File: config.mk
export PLATFORM = sky130hd
export DESIGN_NAME = syndown_timer
export DESIGN_NICKNAME = d
export VERILOG_FILES = /design/src/rtl/syndown_timer_pkg.sv /design/src/rtl/syndown_timer_bit.sv /design/src/rtl/syndown_timer.sv
export SDC_FILE = /design/constraint.sdc
export NUM_CORES = 1
export LEC_CHECK = 0
export BUFFER_PORTS_ARGS = -buffer_cell sky130_fd_sc_hd__buf_2
export CORE_ASPECT_RATIO = 1.2
export CORE_MARGIN = 1
export CORE_UTILIZATION = 56
export DETAILED_ROUTE_END_ITERATION = 10
export GPL_TIMING_DRIVEN = 0
export PLACE_DENSITY = 0.9
export SETUP_SLACK_MARGIN = 0.3
export SLEW_MARGIN = 20
export SYNTH_ARGS = -nofsm -noshare
export SYNTH_HDL_FRONTEND = slang
export SYNTH_HIERARCHICAL = 1
export SYNTH_SLANG_ARGS = --single-unit
File: constraint.sdc
create_clock -name CLK -period 11 [get_ports CLK]
set_input_delay 0 -clock CLK [delete_from_list [all_inputs] [get_ports CLK]]
set_output_delay 0 -clock CLK [all_outputs]
set_load 0.05 [all_outputs]
File: src/rtl/syndown_timer_pkg.sv
// Shared definitions for the syndown_timer interval timer: control states,
// default counter width and a zero-detect helper.
package syndown_timer_pkg;

  localparam int DEFAULT_WIDTH = 16;

  typedef enum logic [1:0] {
    ST_IDLE = 2'b00,
    ST_RUN  = 2'b01,
    ST_DONE = 2'b10
  } state_e;

  function automatic logic is_zero(input logic [31:0] v);
    return (v == 32'd0);
  endfunction

endpackage

File: src/rtl/syndown_timer_bit.sv
// One-bit down-count slice: clear beats load beats toggle; borrow ripples
// to the next slice only when this bit is already zero.
module syndcnt_bit (
  input  logic CLK,
  input  logic CLR,
  input  logic LDL,
  input  logic BI,
  input  logic D,
  output logic Q,
  output logic QB,
  output logic BO
);

  logic q_q;
  logic q_d;

  always_comb begin
    q_d = q_q;
    if (!LDL) begin
      q_d = D;
    end else if (BI) begin
      q_d = ~q_q;
    end
  end

  always_ff @(posedge CLK) begin
    if (CLR) begin
      q_q <= 1'b0;
    end else begin
      q_q <= q_d;
    end
  end

  assign Q  = q_q;
  assign QB = ~q_q;
  assign BO = BI & ~q_q;

endmodule

File: src/rtl/syndown_timer.sv
// Programmable down-counting interval timer: a borrow chain of one-bit
// slices plus the IDLE/RUN/DONE control that decides loads and terminal counts.
module syndown_timer
  import syndown_timer_pkg::*;
#(
  parameter int WIDTH = DEFAULT_WIDTH
) (
  input  logic             CLK,
  input  logic             RESET,
  input  logic [WIDTH-1:0] D,
  input  logic             WRL,
  input  logic             STRT,
  input  logic             STOP,
  input  logic             AUTO,
  input  logic             CI,
  output logic [WIDTH-1:0] Q,
  output logic [WIDTH-1:0] QB,
  output logic             TC,
  output logic             BO,
  output logic             RUNNING
);

  state_e           state_q, state_d;
  logic [WIDTH-1:0] reload_q, reload_d;
  logic             tc_q, tc_d;
  logic             load;
  logic [WIDTH-1:0] load_val;
  logic [WIDTH:0]   borrow;
  logic             run;
  logic             q_zero;

  assign run       = (state_q == ST_RUN);
  assign q_zero    = is_zero(32'(Q));
  assign borrow[0] = run & CI;

  // Any load overrides the chain's toggling, so a zero-count tick never wraps.
  always_comb begin
    state_d  = state_q;
    reload_d = WRL ? reload_q : D;
    tc_d     = 1'b0;
    load     = 1'b0;
    load_val = Q;
    if (STOP) begin
      load    = 1'b1;
      state_d = ST_IDLE;
    end else if (STRT) begin
      load     = 1'b1;
      load_val = WRL ? reload_q : D;
      state_d  = ST_RUN;
    end else if (run && CI && q_zero) begin
      tc_d = 1'b1;
      load = 1'b1;
      if (AUTO) begin
        load_val = reload_q;
      end else begin
        load_val = '0;
        state_d  = ST_DONE;
      end
    end
  end

  always_ff @(posedge CLK) begin
    if (RESET) begin
      state_q  <= ST_IDLE;
      reload_q <= '0;
      tc_q     <= 1'b0;
    end else begin
      state_q  <= state_d;
      reload_q <= reload_d;
      tc_q     <= tc_d;
    end
  end

  for (genvar i = 0; i < WIDTH; i++) begin : g_bit
    syndcnt_bit u_bit (
      .CLK (CLK),
      .CLR (RESET),
      .LDL (~load),
      .BI  (borrow[i]),
      .D   (load_val[i]),
      .Q   (Q[i]),
      .QB  (QB[i]),
      .BO  (borrow[i+1])
    );
  end

  assign BO      = borrow[WIDTH];
  assign TC      = tc_q;
  assign RUNNING = run;

endmodule

* Word-level counts from Yosys, hierarchy flattened *
Cells that the tools add are included.

word-level totals
  flip-flop bits (word level) = 35
  bits of input ports = 23
  output and inout port bits = 35
  logic and storage cells = 141

operators by class
  eq/ne operators = 4
  mux-type cells = 43
  bitwise logic cells = 34
  reductions and logical operators = 40

operator list
  kind                                                                    count
  16-bit 2-to-1 mux                                                       5
  3-bit AND reduction                                                     16
  1-bit 2-to-1 mux                                                        38
  2-bit nonzero test                                                      17
  1-bit AND                                                               17
  1-bit NOT                                                               17
  16-bit logical NOT                                                      1
  2-bit != test (second input constant)                                   2
  2-bit AND reduction                                                     2
  3-bit by 2-bit != test with 1-bit output (second input constant)        1
  3-bit OR reduction                                                      1
  2-bit by 1-bit equality test with 1-bit output (second input constant)  1
  1-bit logical AND                                                       2
  2-bit OR reduction                                                      1

* Depth between registers and ports, before layout *
Gate-level depths: netlist of the first run.

  depth after elaboration = 19
  gate-level depth with buffers = 18
  mapped depth without buffers = 18

* By module *
The synthesis of the first run kept the hierarchy.

modules (own cells, without submodules)
  module         instances  cells an instance  area an instance (um^2)
  syndown_timer  1          145                1,159.9
  syndcnt_bit    16         6                  57.6

* Worst setup path before layout of the first run *
Ideal clock, no wire load.

  path kind = register to register
  start point = reg g_bit[0].u_bit.q_q
  end point = reg g_bit[15].u_bit.q_q
  arrival = 3.977 ns
  slack = 6.773 ns
  stages on the path, launching flop included = 18
  buffers on the path = 0
  clock period less this slack = 4.227 ns
  cell sequence = dfxtp_1 and2b_2 and2b_2 and2b_2 and2b_2 and2b_2 and2b_2 and2b_2 and2b_2 and2b_2 and2b_2 and2b_2 and2b_2 and2b_2 and2b_2 and2b_2 xnor2_1 a211oi_2

on the way
  word-level cells in the longest chain between the ends = 18
  elaborated cells on any way between the ends = 26
  those cells by class = 2 x eq/ne; 4 x mux; 16 x bitwise; 4 x reduce/logical

ends and longest elaborated chain
  item                                  line                     text
  start: declaration                    syndown_timer_bit.sv:14  logic q_q;
  start signal: assignment              syndown_timer_bit.sv:30  q_q <= q_d;
  1-bit NOT                             syndown_timer_bit.sv:36  assign BO = BI & ~q_q;
  1-bit AND                             syndown_timer_bit.sv:36
  net borrow[1]                         syndown_timer.sv:28      logic [WIDTH:0] borrow;
  1-bit AND                             syndown_timer_bit.sv:36
  net borrow[2]                         syndown_timer.sv:28
  1-bit AND                             syndown_timer_bit.sv:36
  net borrow[3]                         syndown_timer.sv:28
  1-bit AND                             syndown_timer_bit.sv:36
  net borrow[4]                         syndown_timer.sv:28
  [... 1 more ...]                      n/a
  net borrow[5]                         syndown_timer.sv:28
  [... 1 more ...]                      n/a
  net borrow[6]                         syndown_timer.sv:28
  [... 1 more ...]                      n/a
  net borrow[7]                         syndown_timer.sv:28
  [... 1 more ...]                      n/a
  net borrow[8]                         syndown_timer.sv:28
  [... 1 more ...]                      n/a
  net borrow[9]                         syndown_timer.sv:28
  [... 1 more ...]                      n/a
  net borrow[10]                        syndown_timer.sv:28
  [... 1 more ...]                      n/a
  net borrow[11]                        syndown_timer.sv:28
  [... 1 more ...]                      n/a
  net borrow[12]                        syndown_timer.sv:28
  1-bit AND                             syndown_timer_bit.sv:36
  net borrow[13]                        syndown_timer.sv:28
  1-bit AND                             syndown_timer_bit.sv:36
  net borrow[14]                        syndown_timer.sv:28
  1-bit AND                             syndown_timer_bit.sv:36
  net borrow[15]                        syndown_timer.sv:28
  2-bit nonzero test (no source line)   n/a
  3-bit AND reduction (no source line)  n/a
  end signal: assignment                syndown_timer_bit.sv:30
  end: declaration                      syndown_timer_bit.sv:14

The timed path passes the listed nets, and every way through them passes these cells.
A chain may end at the register's enable or synchronous reset.

* Final worst setup path of the first run *
  start point = reg state_q[1]
  end point = out BO

on the way
  word-level cells in the longest chain between the ends = 18

ends and longest elaborated chain
  item                                            line                     text
  start: declaration                              syndown_timer.sv:23      state_e state_q, state_d;
  start signal: assignment                        syndown_timer.sv:68      state_q <= state_d;
  2-bit by 1-bit equality test with 1-bit output  syndown_timer.sv:32      assign run = (state_q == ST_RUN);
  1-bit AND                                       syndown_timer.sv:34      assign borrow[0] = run & CI;
  net borrow[0]                                   syndown_timer.sv:28
  1-bit AND                                       syndown_timer_bit.sv:36
  net borrow[1]                                   syndown_timer.sv:28
  1-bit AND                                       syndown_timer_bit.sv:36
  net borrow[2]                                   syndown_timer.sv:28
  1-bit AND                                       syndown_timer_bit.sv:36
  net borrow[3]                                   syndown_timer.sv:28
  [... 1 more ...]                                n/a
  net borrow[4]                                   syndown_timer.sv:28
  [... 1 more ...]                                n/a
  net borrow[5]                                   syndown_timer.sv:28
  [... 1 more ...]                                n/a
  net borrow[6]                                   syndown_timer.sv:28
  [... 1 more ...]                                n/a
  net borrow[7]                                   syndown_timer.sv:28
  [... 1 more ...]                                n/a
  net borrow[8]                                   syndown_timer.sv:28
  [... 1 more ...]                                n/a
  net borrow[9]                                   syndown_timer.sv:28
  [... 1 more ...]                                n/a
  net borrow[10]                                  syndown_timer.sv:28
  [... 1 more ...]                                n/a
  net borrow[11]                                  syndown_timer.sv:28
  [... 1 more ...]                                n/a
  net borrow[12]                                  syndown_timer.sv:28
  1-bit AND                                       syndown_timer_bit.sv:36
  net borrow[13]                                  syndown_timer.sv:28
  1-bit AND                                       syndown_timer_bit.sv:36
  net borrow[14]                                  syndown_timer.sv:28
  1-bit AND                                       syndown_timer_bit.sv:36
  net borrow[15]                                  syndown_timer.sv:28
  1-bit AND                                       syndown_timer_bit.sv:36
  end: declaration                                syndown_timer.sv:19      output logic BO,

The timed path passes the listed nets, and every way through them passes these cells.

==> results.yml, run 1 <==
run_status:
  status: "finished, violations left"
  violations: "design-rule violations"
clock_network:
  clk_latency_ps: 290
  ctsRootBufferMaster: "clkbuf_8"
  clkSinkCount: 35
  htree_levels: 2
  clkTransAtPathRegs_ps: 70
  clock_path_buffers: 2
  cts_tree: "done"
  cts_inserted_buffers: 5
  post_cts_buffers: 0
setup_path:
  crit_fanout: 4
  ff2ff_path_depth: 18
  worst_setup_path_start_kind: "flop"
  arrival_ps: 4450
  crit_type: "reg -> out"
  critPathCaptureType: "primary output"
  crit_required_ps: 11000
timing:
  period_share_pct: 40.4
  fmax_mhz: 225
  setup-tns-final_ps: 0
  worst_clock_skew_ps: 4.88
  setup_viol: 0
  rsz0062_at_grt: "false"
  final-hold-violation-count: 0
  relSlewSlack_pct: 65.6
  slew_violations: 0
  period_needed_ps: 4450
  worst_pin_slew_ps: 517
cells_and_area:
  syn2layout_area_growth_pct: 29.0
  insertedDiodeCount: 0
  fin_cells: 360
  fin_area_um2: 2690
  drive_above_1_share_pct: 33.4
  fin_util_pct: 77.8
  nNetsFinal: 345
global_routing:
  grt_first_pass_wirelength_mm: 8.52
  track_usage_pct: 29.5
  grt_pass1_vias: 1908
  grt_max_degree: 18
  antenna_found_initial: 0
  grt_overflow: 0
floorplan:
  dieHeight_um: 68.8
  die_w_um: 57.6
  rows: 23
  pin_count: 58
  core_um2: 3450
  fp.dieArea_um2: 3960
  start_util_pct: 60.3
pwr:
  power.total_mw: 0.358
  power_leakage_nw: 1.13
  cellPowerDensity_nw_per_um2: 133
  vdd.ir_drop.worst_mv: 0.0854
drt:
  ant_nets: 0
  dr.pass1.iters: 7
  routed_wl_mm: 5.23
  num_vias: 2020
  drt-vias-per-instance: 5.61
  wl_per_cell_um: 14.5
  drtIter0Drc: 177
  drc: 5
synth:
  ys_warn_count: 6
  synth.most_common_cell: "dfxtp_1"
  synthDistinctLibCells: 28
  synthTopCellsByCount: "35 x dfxtp_1, 33 x nor2_1, 22 x o21ai_0"
  syn_area_per_cell_um2: 8.63
  synth-edff-count: 0
  ys_ff_latch: 35
  ys_seq_area_share_pct: 33.7
  async_flop_share_pct: 0
  syn_area_um2: 2080
  yosys_most_used_dff: "dfxtp_1"
  yosys.area.top_type_share_pct: 33.7
  synth.area.top_cells: "dfxtp_1 34%, a211oi_2 9.6%, mux2i_1 7.7%"
  yosys.area.top_type: "dfxtp_1"
  synth_nets: 264
  synthCells: 241
placement:
  post-dp-hpwl_mm: 3.69
  place.gp.congestion: 0.784
  dp.cells: 337
  numPortBuffers: 56
  dpl-instance-area_um2: 2430
hold_path:
  min_path_type: "in -> reg"
  whs_path_depth: 3
job:
  cap_violations: 0
## metrics by stage
stage | setup slack, ps | hold WS, ps
after global routing | 6410 | 26.6
after detailed placement | 6850 | 267
final | 6550 | 11.9
after floorplan | 6770 | 64.6
after CTS | 6530 | 5.73
after global placement | 6690 | 258
## routing by layer
metal / routed length (µm) / track usage, % / vias to the layer above / share of wire [%]
li1: - / - / 984 / -
met1: 2190 / 31.2 / 955 / 42
met2: 2680 / 56.1 / 72 / 51
met3: 276 / 6.34 / 9 / 5.3
met4: 90 / 13.1 / 0 / 1.7
met5: 0 / 0 / - / 0
## state kept, by name, summed over array words and instances (netlist names)
signal	cells
reload_q	16
TC	1
g_bit.u_bit/Q	16
state_q	2
## cells in the final DEF, fill, tap and decap left out, drive strengths merged
master | synthesis | layout
xnor2 | 16 | 16
o21a | 1 | 1
a211oi | 17 | 17
dfxtp | 35 | 35
o21ai | 32 | 32
nand3b | 16 | 16
nor2b | 2 | 2
and2b | 16 | 16
o31ai | 1 | 1
clkbuf | 5 | 13
nor3 | 3 | 3
and2 | 1 | 1
nor4 | 4 | 4
nand4 | 1 | 1
inv | 17 | 17
nand2 | 17 | 17
mux2i | 16 | 16
and3 | 1 | 1
nor2 | 33 | 33
dlygate4sd3 | 0 | 15
buf | 5 | 64
nand3 | 1 | 1
and3b | 1 | 1
## cell type report
class	count	area [µm²]
well taps	37	46.3
repair buffers	74	453
clock buffers	8	100
inverters	17	63.8
fillers	254	768
flip-flops and latches	35	701
multi-input cells	179	1270
plain buffers	10	51.3
## what timing repair did
item / in CTS / in global routing
resized for setup: 0 / 0
hold endpoints to repair: 15 / 0
hold buffers: 15 / 0
## kinds of logic (layout without fill, tap and decap cells)
logic type      count (synthesis)  after routing  share of synthesized area, %
simple gates                   96             96                          28.0
compound gates                 51             51                          18.4
flops                          35             35                          33.7
buf+inv                        27            109                          5.53
xor+xnor                       16             16                          6.73
mux                            16             16                          7.70
## worst max-delay path, cell delays in order, from the launching register on
cell	delay [ps]
dfxtp_1	350
and3b_1	270
and2b_2	240
and2b_2	200
and2b_2	210
and2b_2	210
and2b_2	220
and2b_2	210
and2b_2	210
and2b_2	210
and2b_2	210
and2b_2	210
and2b_2	200
and2b_2	210
and2b_2	200
and2b_2	210
and2b_2	210
and2b_2	190
buf_2	200
## worst paths after layout
path	slack, ps	to	from
worst max-delay path	6550	BO	state_q[1]
worst min register to register	510	state_q[1]	state_q[1]
worst max register to register	6810	g_bit[15].u_bit/Q	state_q[1]
worst min-delay path	10	state_q[0]	STRT
## report_power, final
part	switching (mW)	internal [mW]	leakage, nW
clock network	0.0454	0.0571	0.0515
registers	0.0119	0.136	0.289
logic	0.0713	0.0367	0.785
(Power assumes the default switching activity.)
==> run 2: changes to the inputs <==
--- a/config.mk
+++ b/config.mk
@@ -8,10 +8,10 @@
 export BUFFER_PORTS_ARGS = -buffer_cell sky130_fd_sc_hd__buf_2
 export CORE_ASPECT_RATIO = 1.2
 export CORE_MARGIN = 1
-export CORE_UTILIZATION = 56
+export CORE_UTILIZATION = 47
 export DETAILED_ROUTE_END_ITERATION = 10
 export GPL_TIMING_DRIVEN = 0
-export PLACE_DENSITY = 0.9
+export PLACE_DENSITY = 0.81
 export SETUP_SLACK_MARGIN = 0.3
 export SLEW_MARGIN = 20
 export SYNTH_ARGS = -nofsm -noshare
==> constraint.sdc (replaced) <==
create_clock -name CLK -period 3.7 [get_ports CLK]
set_input_delay 0 -clock CLK [delete_from_list [all_inputs] [get_ports CLK]]
set_output_delay 0 -clock CLK [all_outputs]
set_load 0.05 [all_outputs]
==> run 2 against run 1 <==
The flow finishes with violations (negative setup slack). Via count up 1.9%. Die area up 19%. Global-route usage down 5.5 points. Final area up 7.3%. Sequential share of layout area down 1.6 points. Total power rose to 2.9 times the previous value. Clock power rose to 2.6 times the previous value. Clock skew down 0.53 ps. Sequential power rose to 3.0 times the previous value. Sequential cell count unchanged. Hold slack better by 7.3 ps. Largest power group unchanged. First-iteration DRC count down 43%.
==> results.yml, run 2 (synthesis results as in run 1) <==
floorplan:
  rows: 26
  start_util_pct: 48.8
  die_w_um: 62.7
  core_um2: 4260
  pin_count: 58
  fp.dieArea_um2: 4700
  dieHeight_um: 74.9
clock_network:
  cts_inserted_buffers: 5
  cts_tree: "done"
  clkSinkCount: 35
  clock_path_buffers: 2
  clkTransAtPathRegs_ps: 70
  clk_latency_ps: 280
  ctsRootBufferMaster: "clkbuf_8"
  htree_levels: 2
timing:
  period_share_pct: 113
  setup_ws_ps: -475
  worst_clock_skew_ps: 4.35
  fmax_mhz: 240
  relSlewSlack_pct: 46.3
  final-hold-violation-count: 0
  worst_pin_slew_ps: 803
  slew_violations: 0
  period_needed_ps: 4180
  setup_viol: 3
  rsz0062_at_grt: "true"
  setup-tns-final_ps: -991
global_routing:
  grt_first_pass_wirelength_mm: 8.64
  antenna_found_initial: 0
  grt_max_degree: 19
  grt_overflow: 0
  grt_pass1_vias: 1778
  track_usage_pct: 23.9
drt:
  dr.pass1.iters: 4
  drc: 0
  routed_wl_mm: 5.25
  ant_nets: 0
  num_vias: 2058
  drtIter0Drc: 101
  drt-vias-per-instance: 5.21
  wl_per_cell_um: 13.3
cells_and_area:
  insertedDiodeCount: 0
  syn2layout_area_growth_pct: 38.5
  fin_area_um2: 2880
  drive_above_1_share_pct: 38.6
  fin_cells: 395
  nNetsFinal: 361
  layout_commonest_cell: "buf_2"
  final_cell_mix: "57 x buf_2, 33 x nor2_1, 32 x dfxtp_1"
pwr:
  p_clk_share_pct: 26.0
  comb_power_share_pct: 31.6
  power_leakage_nw: 1.23
  p_seq_share_pct: 42.4
  p_int_mw: 0.651
  switching_share_pct: 37.1
  cellPowerDensity_nw_per_um2: 359
  p_sw_mw: 0.384
  vdd.ir_drop.worst_mv: 0.246
  power.total_mw: 1.04
setup_path:
  crit_type: "reg -> out"
  critPathCaptureType: "primary output"
  arrival_ps: 4180
  crit_required_ps: 3700
  crit_fanout: 2
  worst_setup_path_start_kind: "flop"
  rrSetupSlack_ps: -270
run_status:
  status: "finished, violations left"
  violations: "negative setup slack"
placement:
  post-dp-hpwl_mm: 3.50
  dpl-instance-area_um2: 2480
  dp.cells: 354
  numPortBuffers: 56
  preCtsSetupSlack_ps: -369
  place.gp.congestion: 0.792
job:
  cap_violations: 0
hold_path:
  min_path_type: "in -> reg"
==> run 2: worst max-delay path, stage by stage (launching register included) <==
cell	delay, ps
dfxtp_2	330
and3b_2	210
and2b_2	200
and2b_2	200
and2b_2	200
and2b_2	200
and2b_2	200
and2b_2	190
and2b_2	190
and2b_2	200
and2b_2	200
and2b_2	190
and2b_2	200
and2b_2	200
and2b_2	200
and2b_2	200
and2b_2	210
and2b_2	210
buf_8	150
==> run 2: area by class of cell <==
| class | instances | area, µm² |
|---|---|---|
| clock inverter | 1 | 5.00 |
| multi-input combinational | 179 | 1300 |
| sequential | 35 | 707 |
| tap | 56 | 70.1 |
| fill | 328 | 1380 |
| timing repair buffer | 90 | 608 |
| buffer | 10 | 51.3 |
| inverter | 17 | 63.8 |
| clock buffer | 7 | 76.3 |
==> run 2: path summary, 6_finish.rpt <==
kind / from / end / cells past startpoint
worst min-delay path: STRT / state_q[0] / 3
worst min register to register: state_q[0] / state_q[0] / 2
worst max register to register: state_q[1] / g_bit[14].u_bit/Q / 19
worst max-delay path: state_q[1] / BO / 18
==> run 2: through the flow <==
stage	util (%)	hold WS [ps]
2_1_floorplan	-	55.4
3_3_place_gp	57.5	258
3_5_place_dp	58.3	263
4_1_cts	66.0	7.81
5_1_grt	67.6	22.9
6_report	67.6	19.2
==> run 2: power groups by stage <==
stage | clock network (mW) | logic, mW | registers [mW]
after floorplan | 0 | 0.184 | 0.492
after global placement | 0 | 0.298 | 0.446
after detailed placement | 0 | 0.308 | 0.447
after CTS | 0.272 | 0.324 | 0.438
after global routing | 0.290 | 0.351 | 0.443
final | 0.269 | 0.327 | 0.439
==> run 2: metal layers <==
layer,GRT usage [%],up-vias,part of all wire [%],wire length (µm)
li1,-,1020,-,-
met4,8.27,0,1.6,82
met1,29.6,960,41,2170
met3,4.85,7,6.2,326
met2,41.9,71,51,2670
met5,0,-,0,0
==> run 2: timing repair <==
item,in CTS,in global routing
buffers inserted,12,7
resized for setup,4,3
endpoints found under the setup margin,5,5
endpoints found under the hold margin,14,0
hold buffers,14,0
pin swaps,3,4
==> run 3: changes to the inputs <==
--- a/config.mk
+++ b/config.mk
@@ -12,7 +12,7 @@
 export DETAILED_ROUTE_END_ITERATION = 10
 export GPL_TIMING_DRIVEN = 0
 export PLACE_DENSITY = 0.81
-export SETUP_SLACK_MARGIN = 0.3
+export SETUP_SLACK_MARGIN = 0.15
 export SLEW_MARGIN = 20
 export SYNTH_ARGS = -nofsm -noshare
 export SYNTH_HDL_FRONTEND = slang
==> run 3 against run 2 <==
The run still ends with negative setup slack left. Sequential power hardly changed. Setup slack worse by 41 ps. Global-route usage up 1.4 points. Register-to-register slack lost 230 ps. Total power rose by 6.9%. Critical path depth stayed put. First-iteration DRC count grew 11%. Count of clock-buffer cells in the layout is 1 lower. Non-clock buffer count is 5 higher.
==> results.yml, run 3 (synthesis results as in run 1) <==
placement:
  numPortBuffers: 56
  post-dp-hpwl_mm: 3.54
  dp.cells: 354
  place.gp.congestion: 0.782
clock_network:
  clock_path_buffers: 2
  ctsRootBufferMaster: "clkbuf_8"
  cts_inserted_buffers: 5
  clk_latency_ps: 290
  htree_levels: 2
  clkSinkCount: 35
  cts_tree: "done"
  clkTransAtPathRegs_ps: 70
timing:
  worst_pin_slew_ps: 805
  worst_clock_skew_ps: 8.03
  setup-tns-final_ps: -1410
  rsz0062_at_grt: "true"
  final-hold-violation-count: 0
  setup_ws_ps: -516
  slew_violations: 0
  setup_viol: 3
  relSlewSlack_pct: 46.2
  fmax_mhz: 237
  period_share_pct: 114
  period_needed_ps: 4220
global_routing:
  antenna_found_initial: 0
  grt_overflow: 0
  use_met3_pct: 5.76
  track_usage_pct: 25.3
  grtUsageMet1_pct: 27.2
  grt_pass1_vias: 2000
  grt.busiest_layer: "met2"
  grt_first_pass_wirelength_mm: 9.03
  use_met2_pct: 49.4
  grt_max_degree: 19
setup_path:
  worst_setup_path_start_kind: "flop"
  ff2ff_path_depth: 21
  worst_r2r_endpoint: "g_bit[14].u_bit/Q"
  rrSetupSlack_ps: -500
  crit_fanout: 2
  crit_path_cell_trace: "and3b_2 > and2b_2 > and2b_2 > and2b_2 > and2b_2 > and2b_2 > and2b_2 > and2b_2 > and2b_2 > and2b_2 > and2b_2 > and2b_2 > and2b_2 > and2b_2 > and2b_2 > and2b_2 > and2b_2 > buf_8"
  critPathCaptureType: "primary output"
  timing.rr.start: "state_q[0]"
  critPathMaxStageDelay_ps: 330
  arrival_ps: 4220
  crit_slowest_cell: "dfxtp_2"
  crit_type: "reg -> out"
  crit_required_ps: 3700
  crit_top_cell: "and2b_2"
hold_path:
  worst_hold_startpoint: "D[9]"
  min_to: "reload_q[9]"
  whs_path_depth: 3
  min_path_type: "in -> reg"
run_status:
  status: "finished, violations left"
  violations: "negative setup slack"
pwr:
  power_leakage_nw: 1.27
  vdd.ir_drop.worst_mv: 0.243
  comb_power_share_pct: 30.0
  power.total_mw: 1.11
  p_sw_mw: 0.389
  p_int_mw: 0.718
  p_clk_share_pct: 30.3
  switching_share_pct: 35.1
  p_seq_share_pct: 39.8
  cellPowerDensity_nw_per_um2: 374
floorplan:
  pin_count: 58
  die_w_um: 62.7
  dieHeight_um: 74.9
  fp.dieArea_um2: 4700
  rows: 26
  core_um2: 4260
  start_util_pct: 48.8
drt:
  drc: 0
  dr.pass1.iters: 5
  drt-vias-per-instance: 5.28
  wl_per_cell_um: 14.2
  ant_nets: 0
  num_vias: 2107
  drtIter0Drc: 112
  routed_wl_mm: 5.67
cells_and_area:
  layout_commonest_cell: "buf_2"
  fin_util_pct: 69.4
  nNetsFinal: 366
  insertedDiodeCount: 0
  fin_cells: 399
  drive_above_1_share_pct: 40.2
  final_cell_mix: "57 x buf_2, 33 x nor2_1, 31 x dfxtp_1"
  syn2layout_area_growth_pct: 42.1
job:
  cap_violations: 0
==> run 3: cell types whose count changed in the layout (fill, tap and decap cells not counted), sizes merged <==
cell / previous run / this run
clkinv: 1 / 0
clkbuf: 12 / 11
buf: 81 / 86
bufinv: 0 / 1
==> run 3: layout make-up <==
type / count / area, µm²
Fill cell: 323 / 1310
Inverter: 17 / 63.8
Tap cell: 56 / 70.1
Timing Repair Buffer: 95 / 653
Buffer: 10 / 51.3
Multi-Input combinational cell: 179 / 1310
Clock inverter: 1 / 30.0
Sequential cell: 35 / 708
Clock buffer: 6 / 72.6
==> run 3: stage by stage <==
stage                     hold slack (ps)  area [µm²]  setup WS, ps
after CTS                            6.19        2880          -458
after detailed placement              262        2480          -375
final                                11.1        2960          -516
after global routing                 19.9        2960          -619
after global placement                257        2450          -371
after floorplan                      55.4        2100          -206
==> run 3: routing by layer <==
layer / wire [µm] / part of all wire [%] / up-vias
li1: - / - / 1026
met1: 2350 / 41 / 996
met2: 2990 / 53 / 78
met3: 265 / 4.7 / 7
met4: 60 / 1.1 / 0
met5: 0 / 0 / -
==> run 3: worst max-delay path, delay by kind of cell, from the launching register on <==
family | cells | cell delay, ps
AND/OR/NAND/NOR | 17 | 3440
buffers and inverters | 1 | 150
flip-flops | 1 | 330
==> run 3: power groups by stage <==
stage / Combinational, mW / Clock (mW) / Sequential, mW
floorplan: 0.184 / 0 / 0.492
global placement: 0.298 / 0 / 0.446
detailed placement: 0.308 / 0 / 0.447
CTS: 0.326 / 0.338 / 0.439
global route: 0.354 / 0.353 / 0.444
finish: 0.332 / 0.335 / 0.440
==> run 3: worst max path at each step <==
stage / startpoint / endpoint / slack, ps / cells after the start
after detailed placement: state_q[1] / g_bit[15].u_bit/Q / -370 / 18
after global placement: state_q[1] / g_bit[15].u_bit/Q / -370 / 18
final: state_q[0] / BO / -520 / 18
after global routing: state_q[1] / BO / -620 / 18
after floorplan: state_q[1] / g_bit[15].u_bit/Q / -210 / 18
after CTS: state_q[0] / BO / -460 / 18
==> run 3: repair_timing <==
item | in CTS | in global routing
endpoints found under the hold margin | 14 | 0
cloned | 0 | 0
hold buffers | 14 | 0
resized for setup | 8 | 3
pin swaps | 2 | 2
endpoints found under the setup margin | 4 | 5
setup buffers | 16 | 8
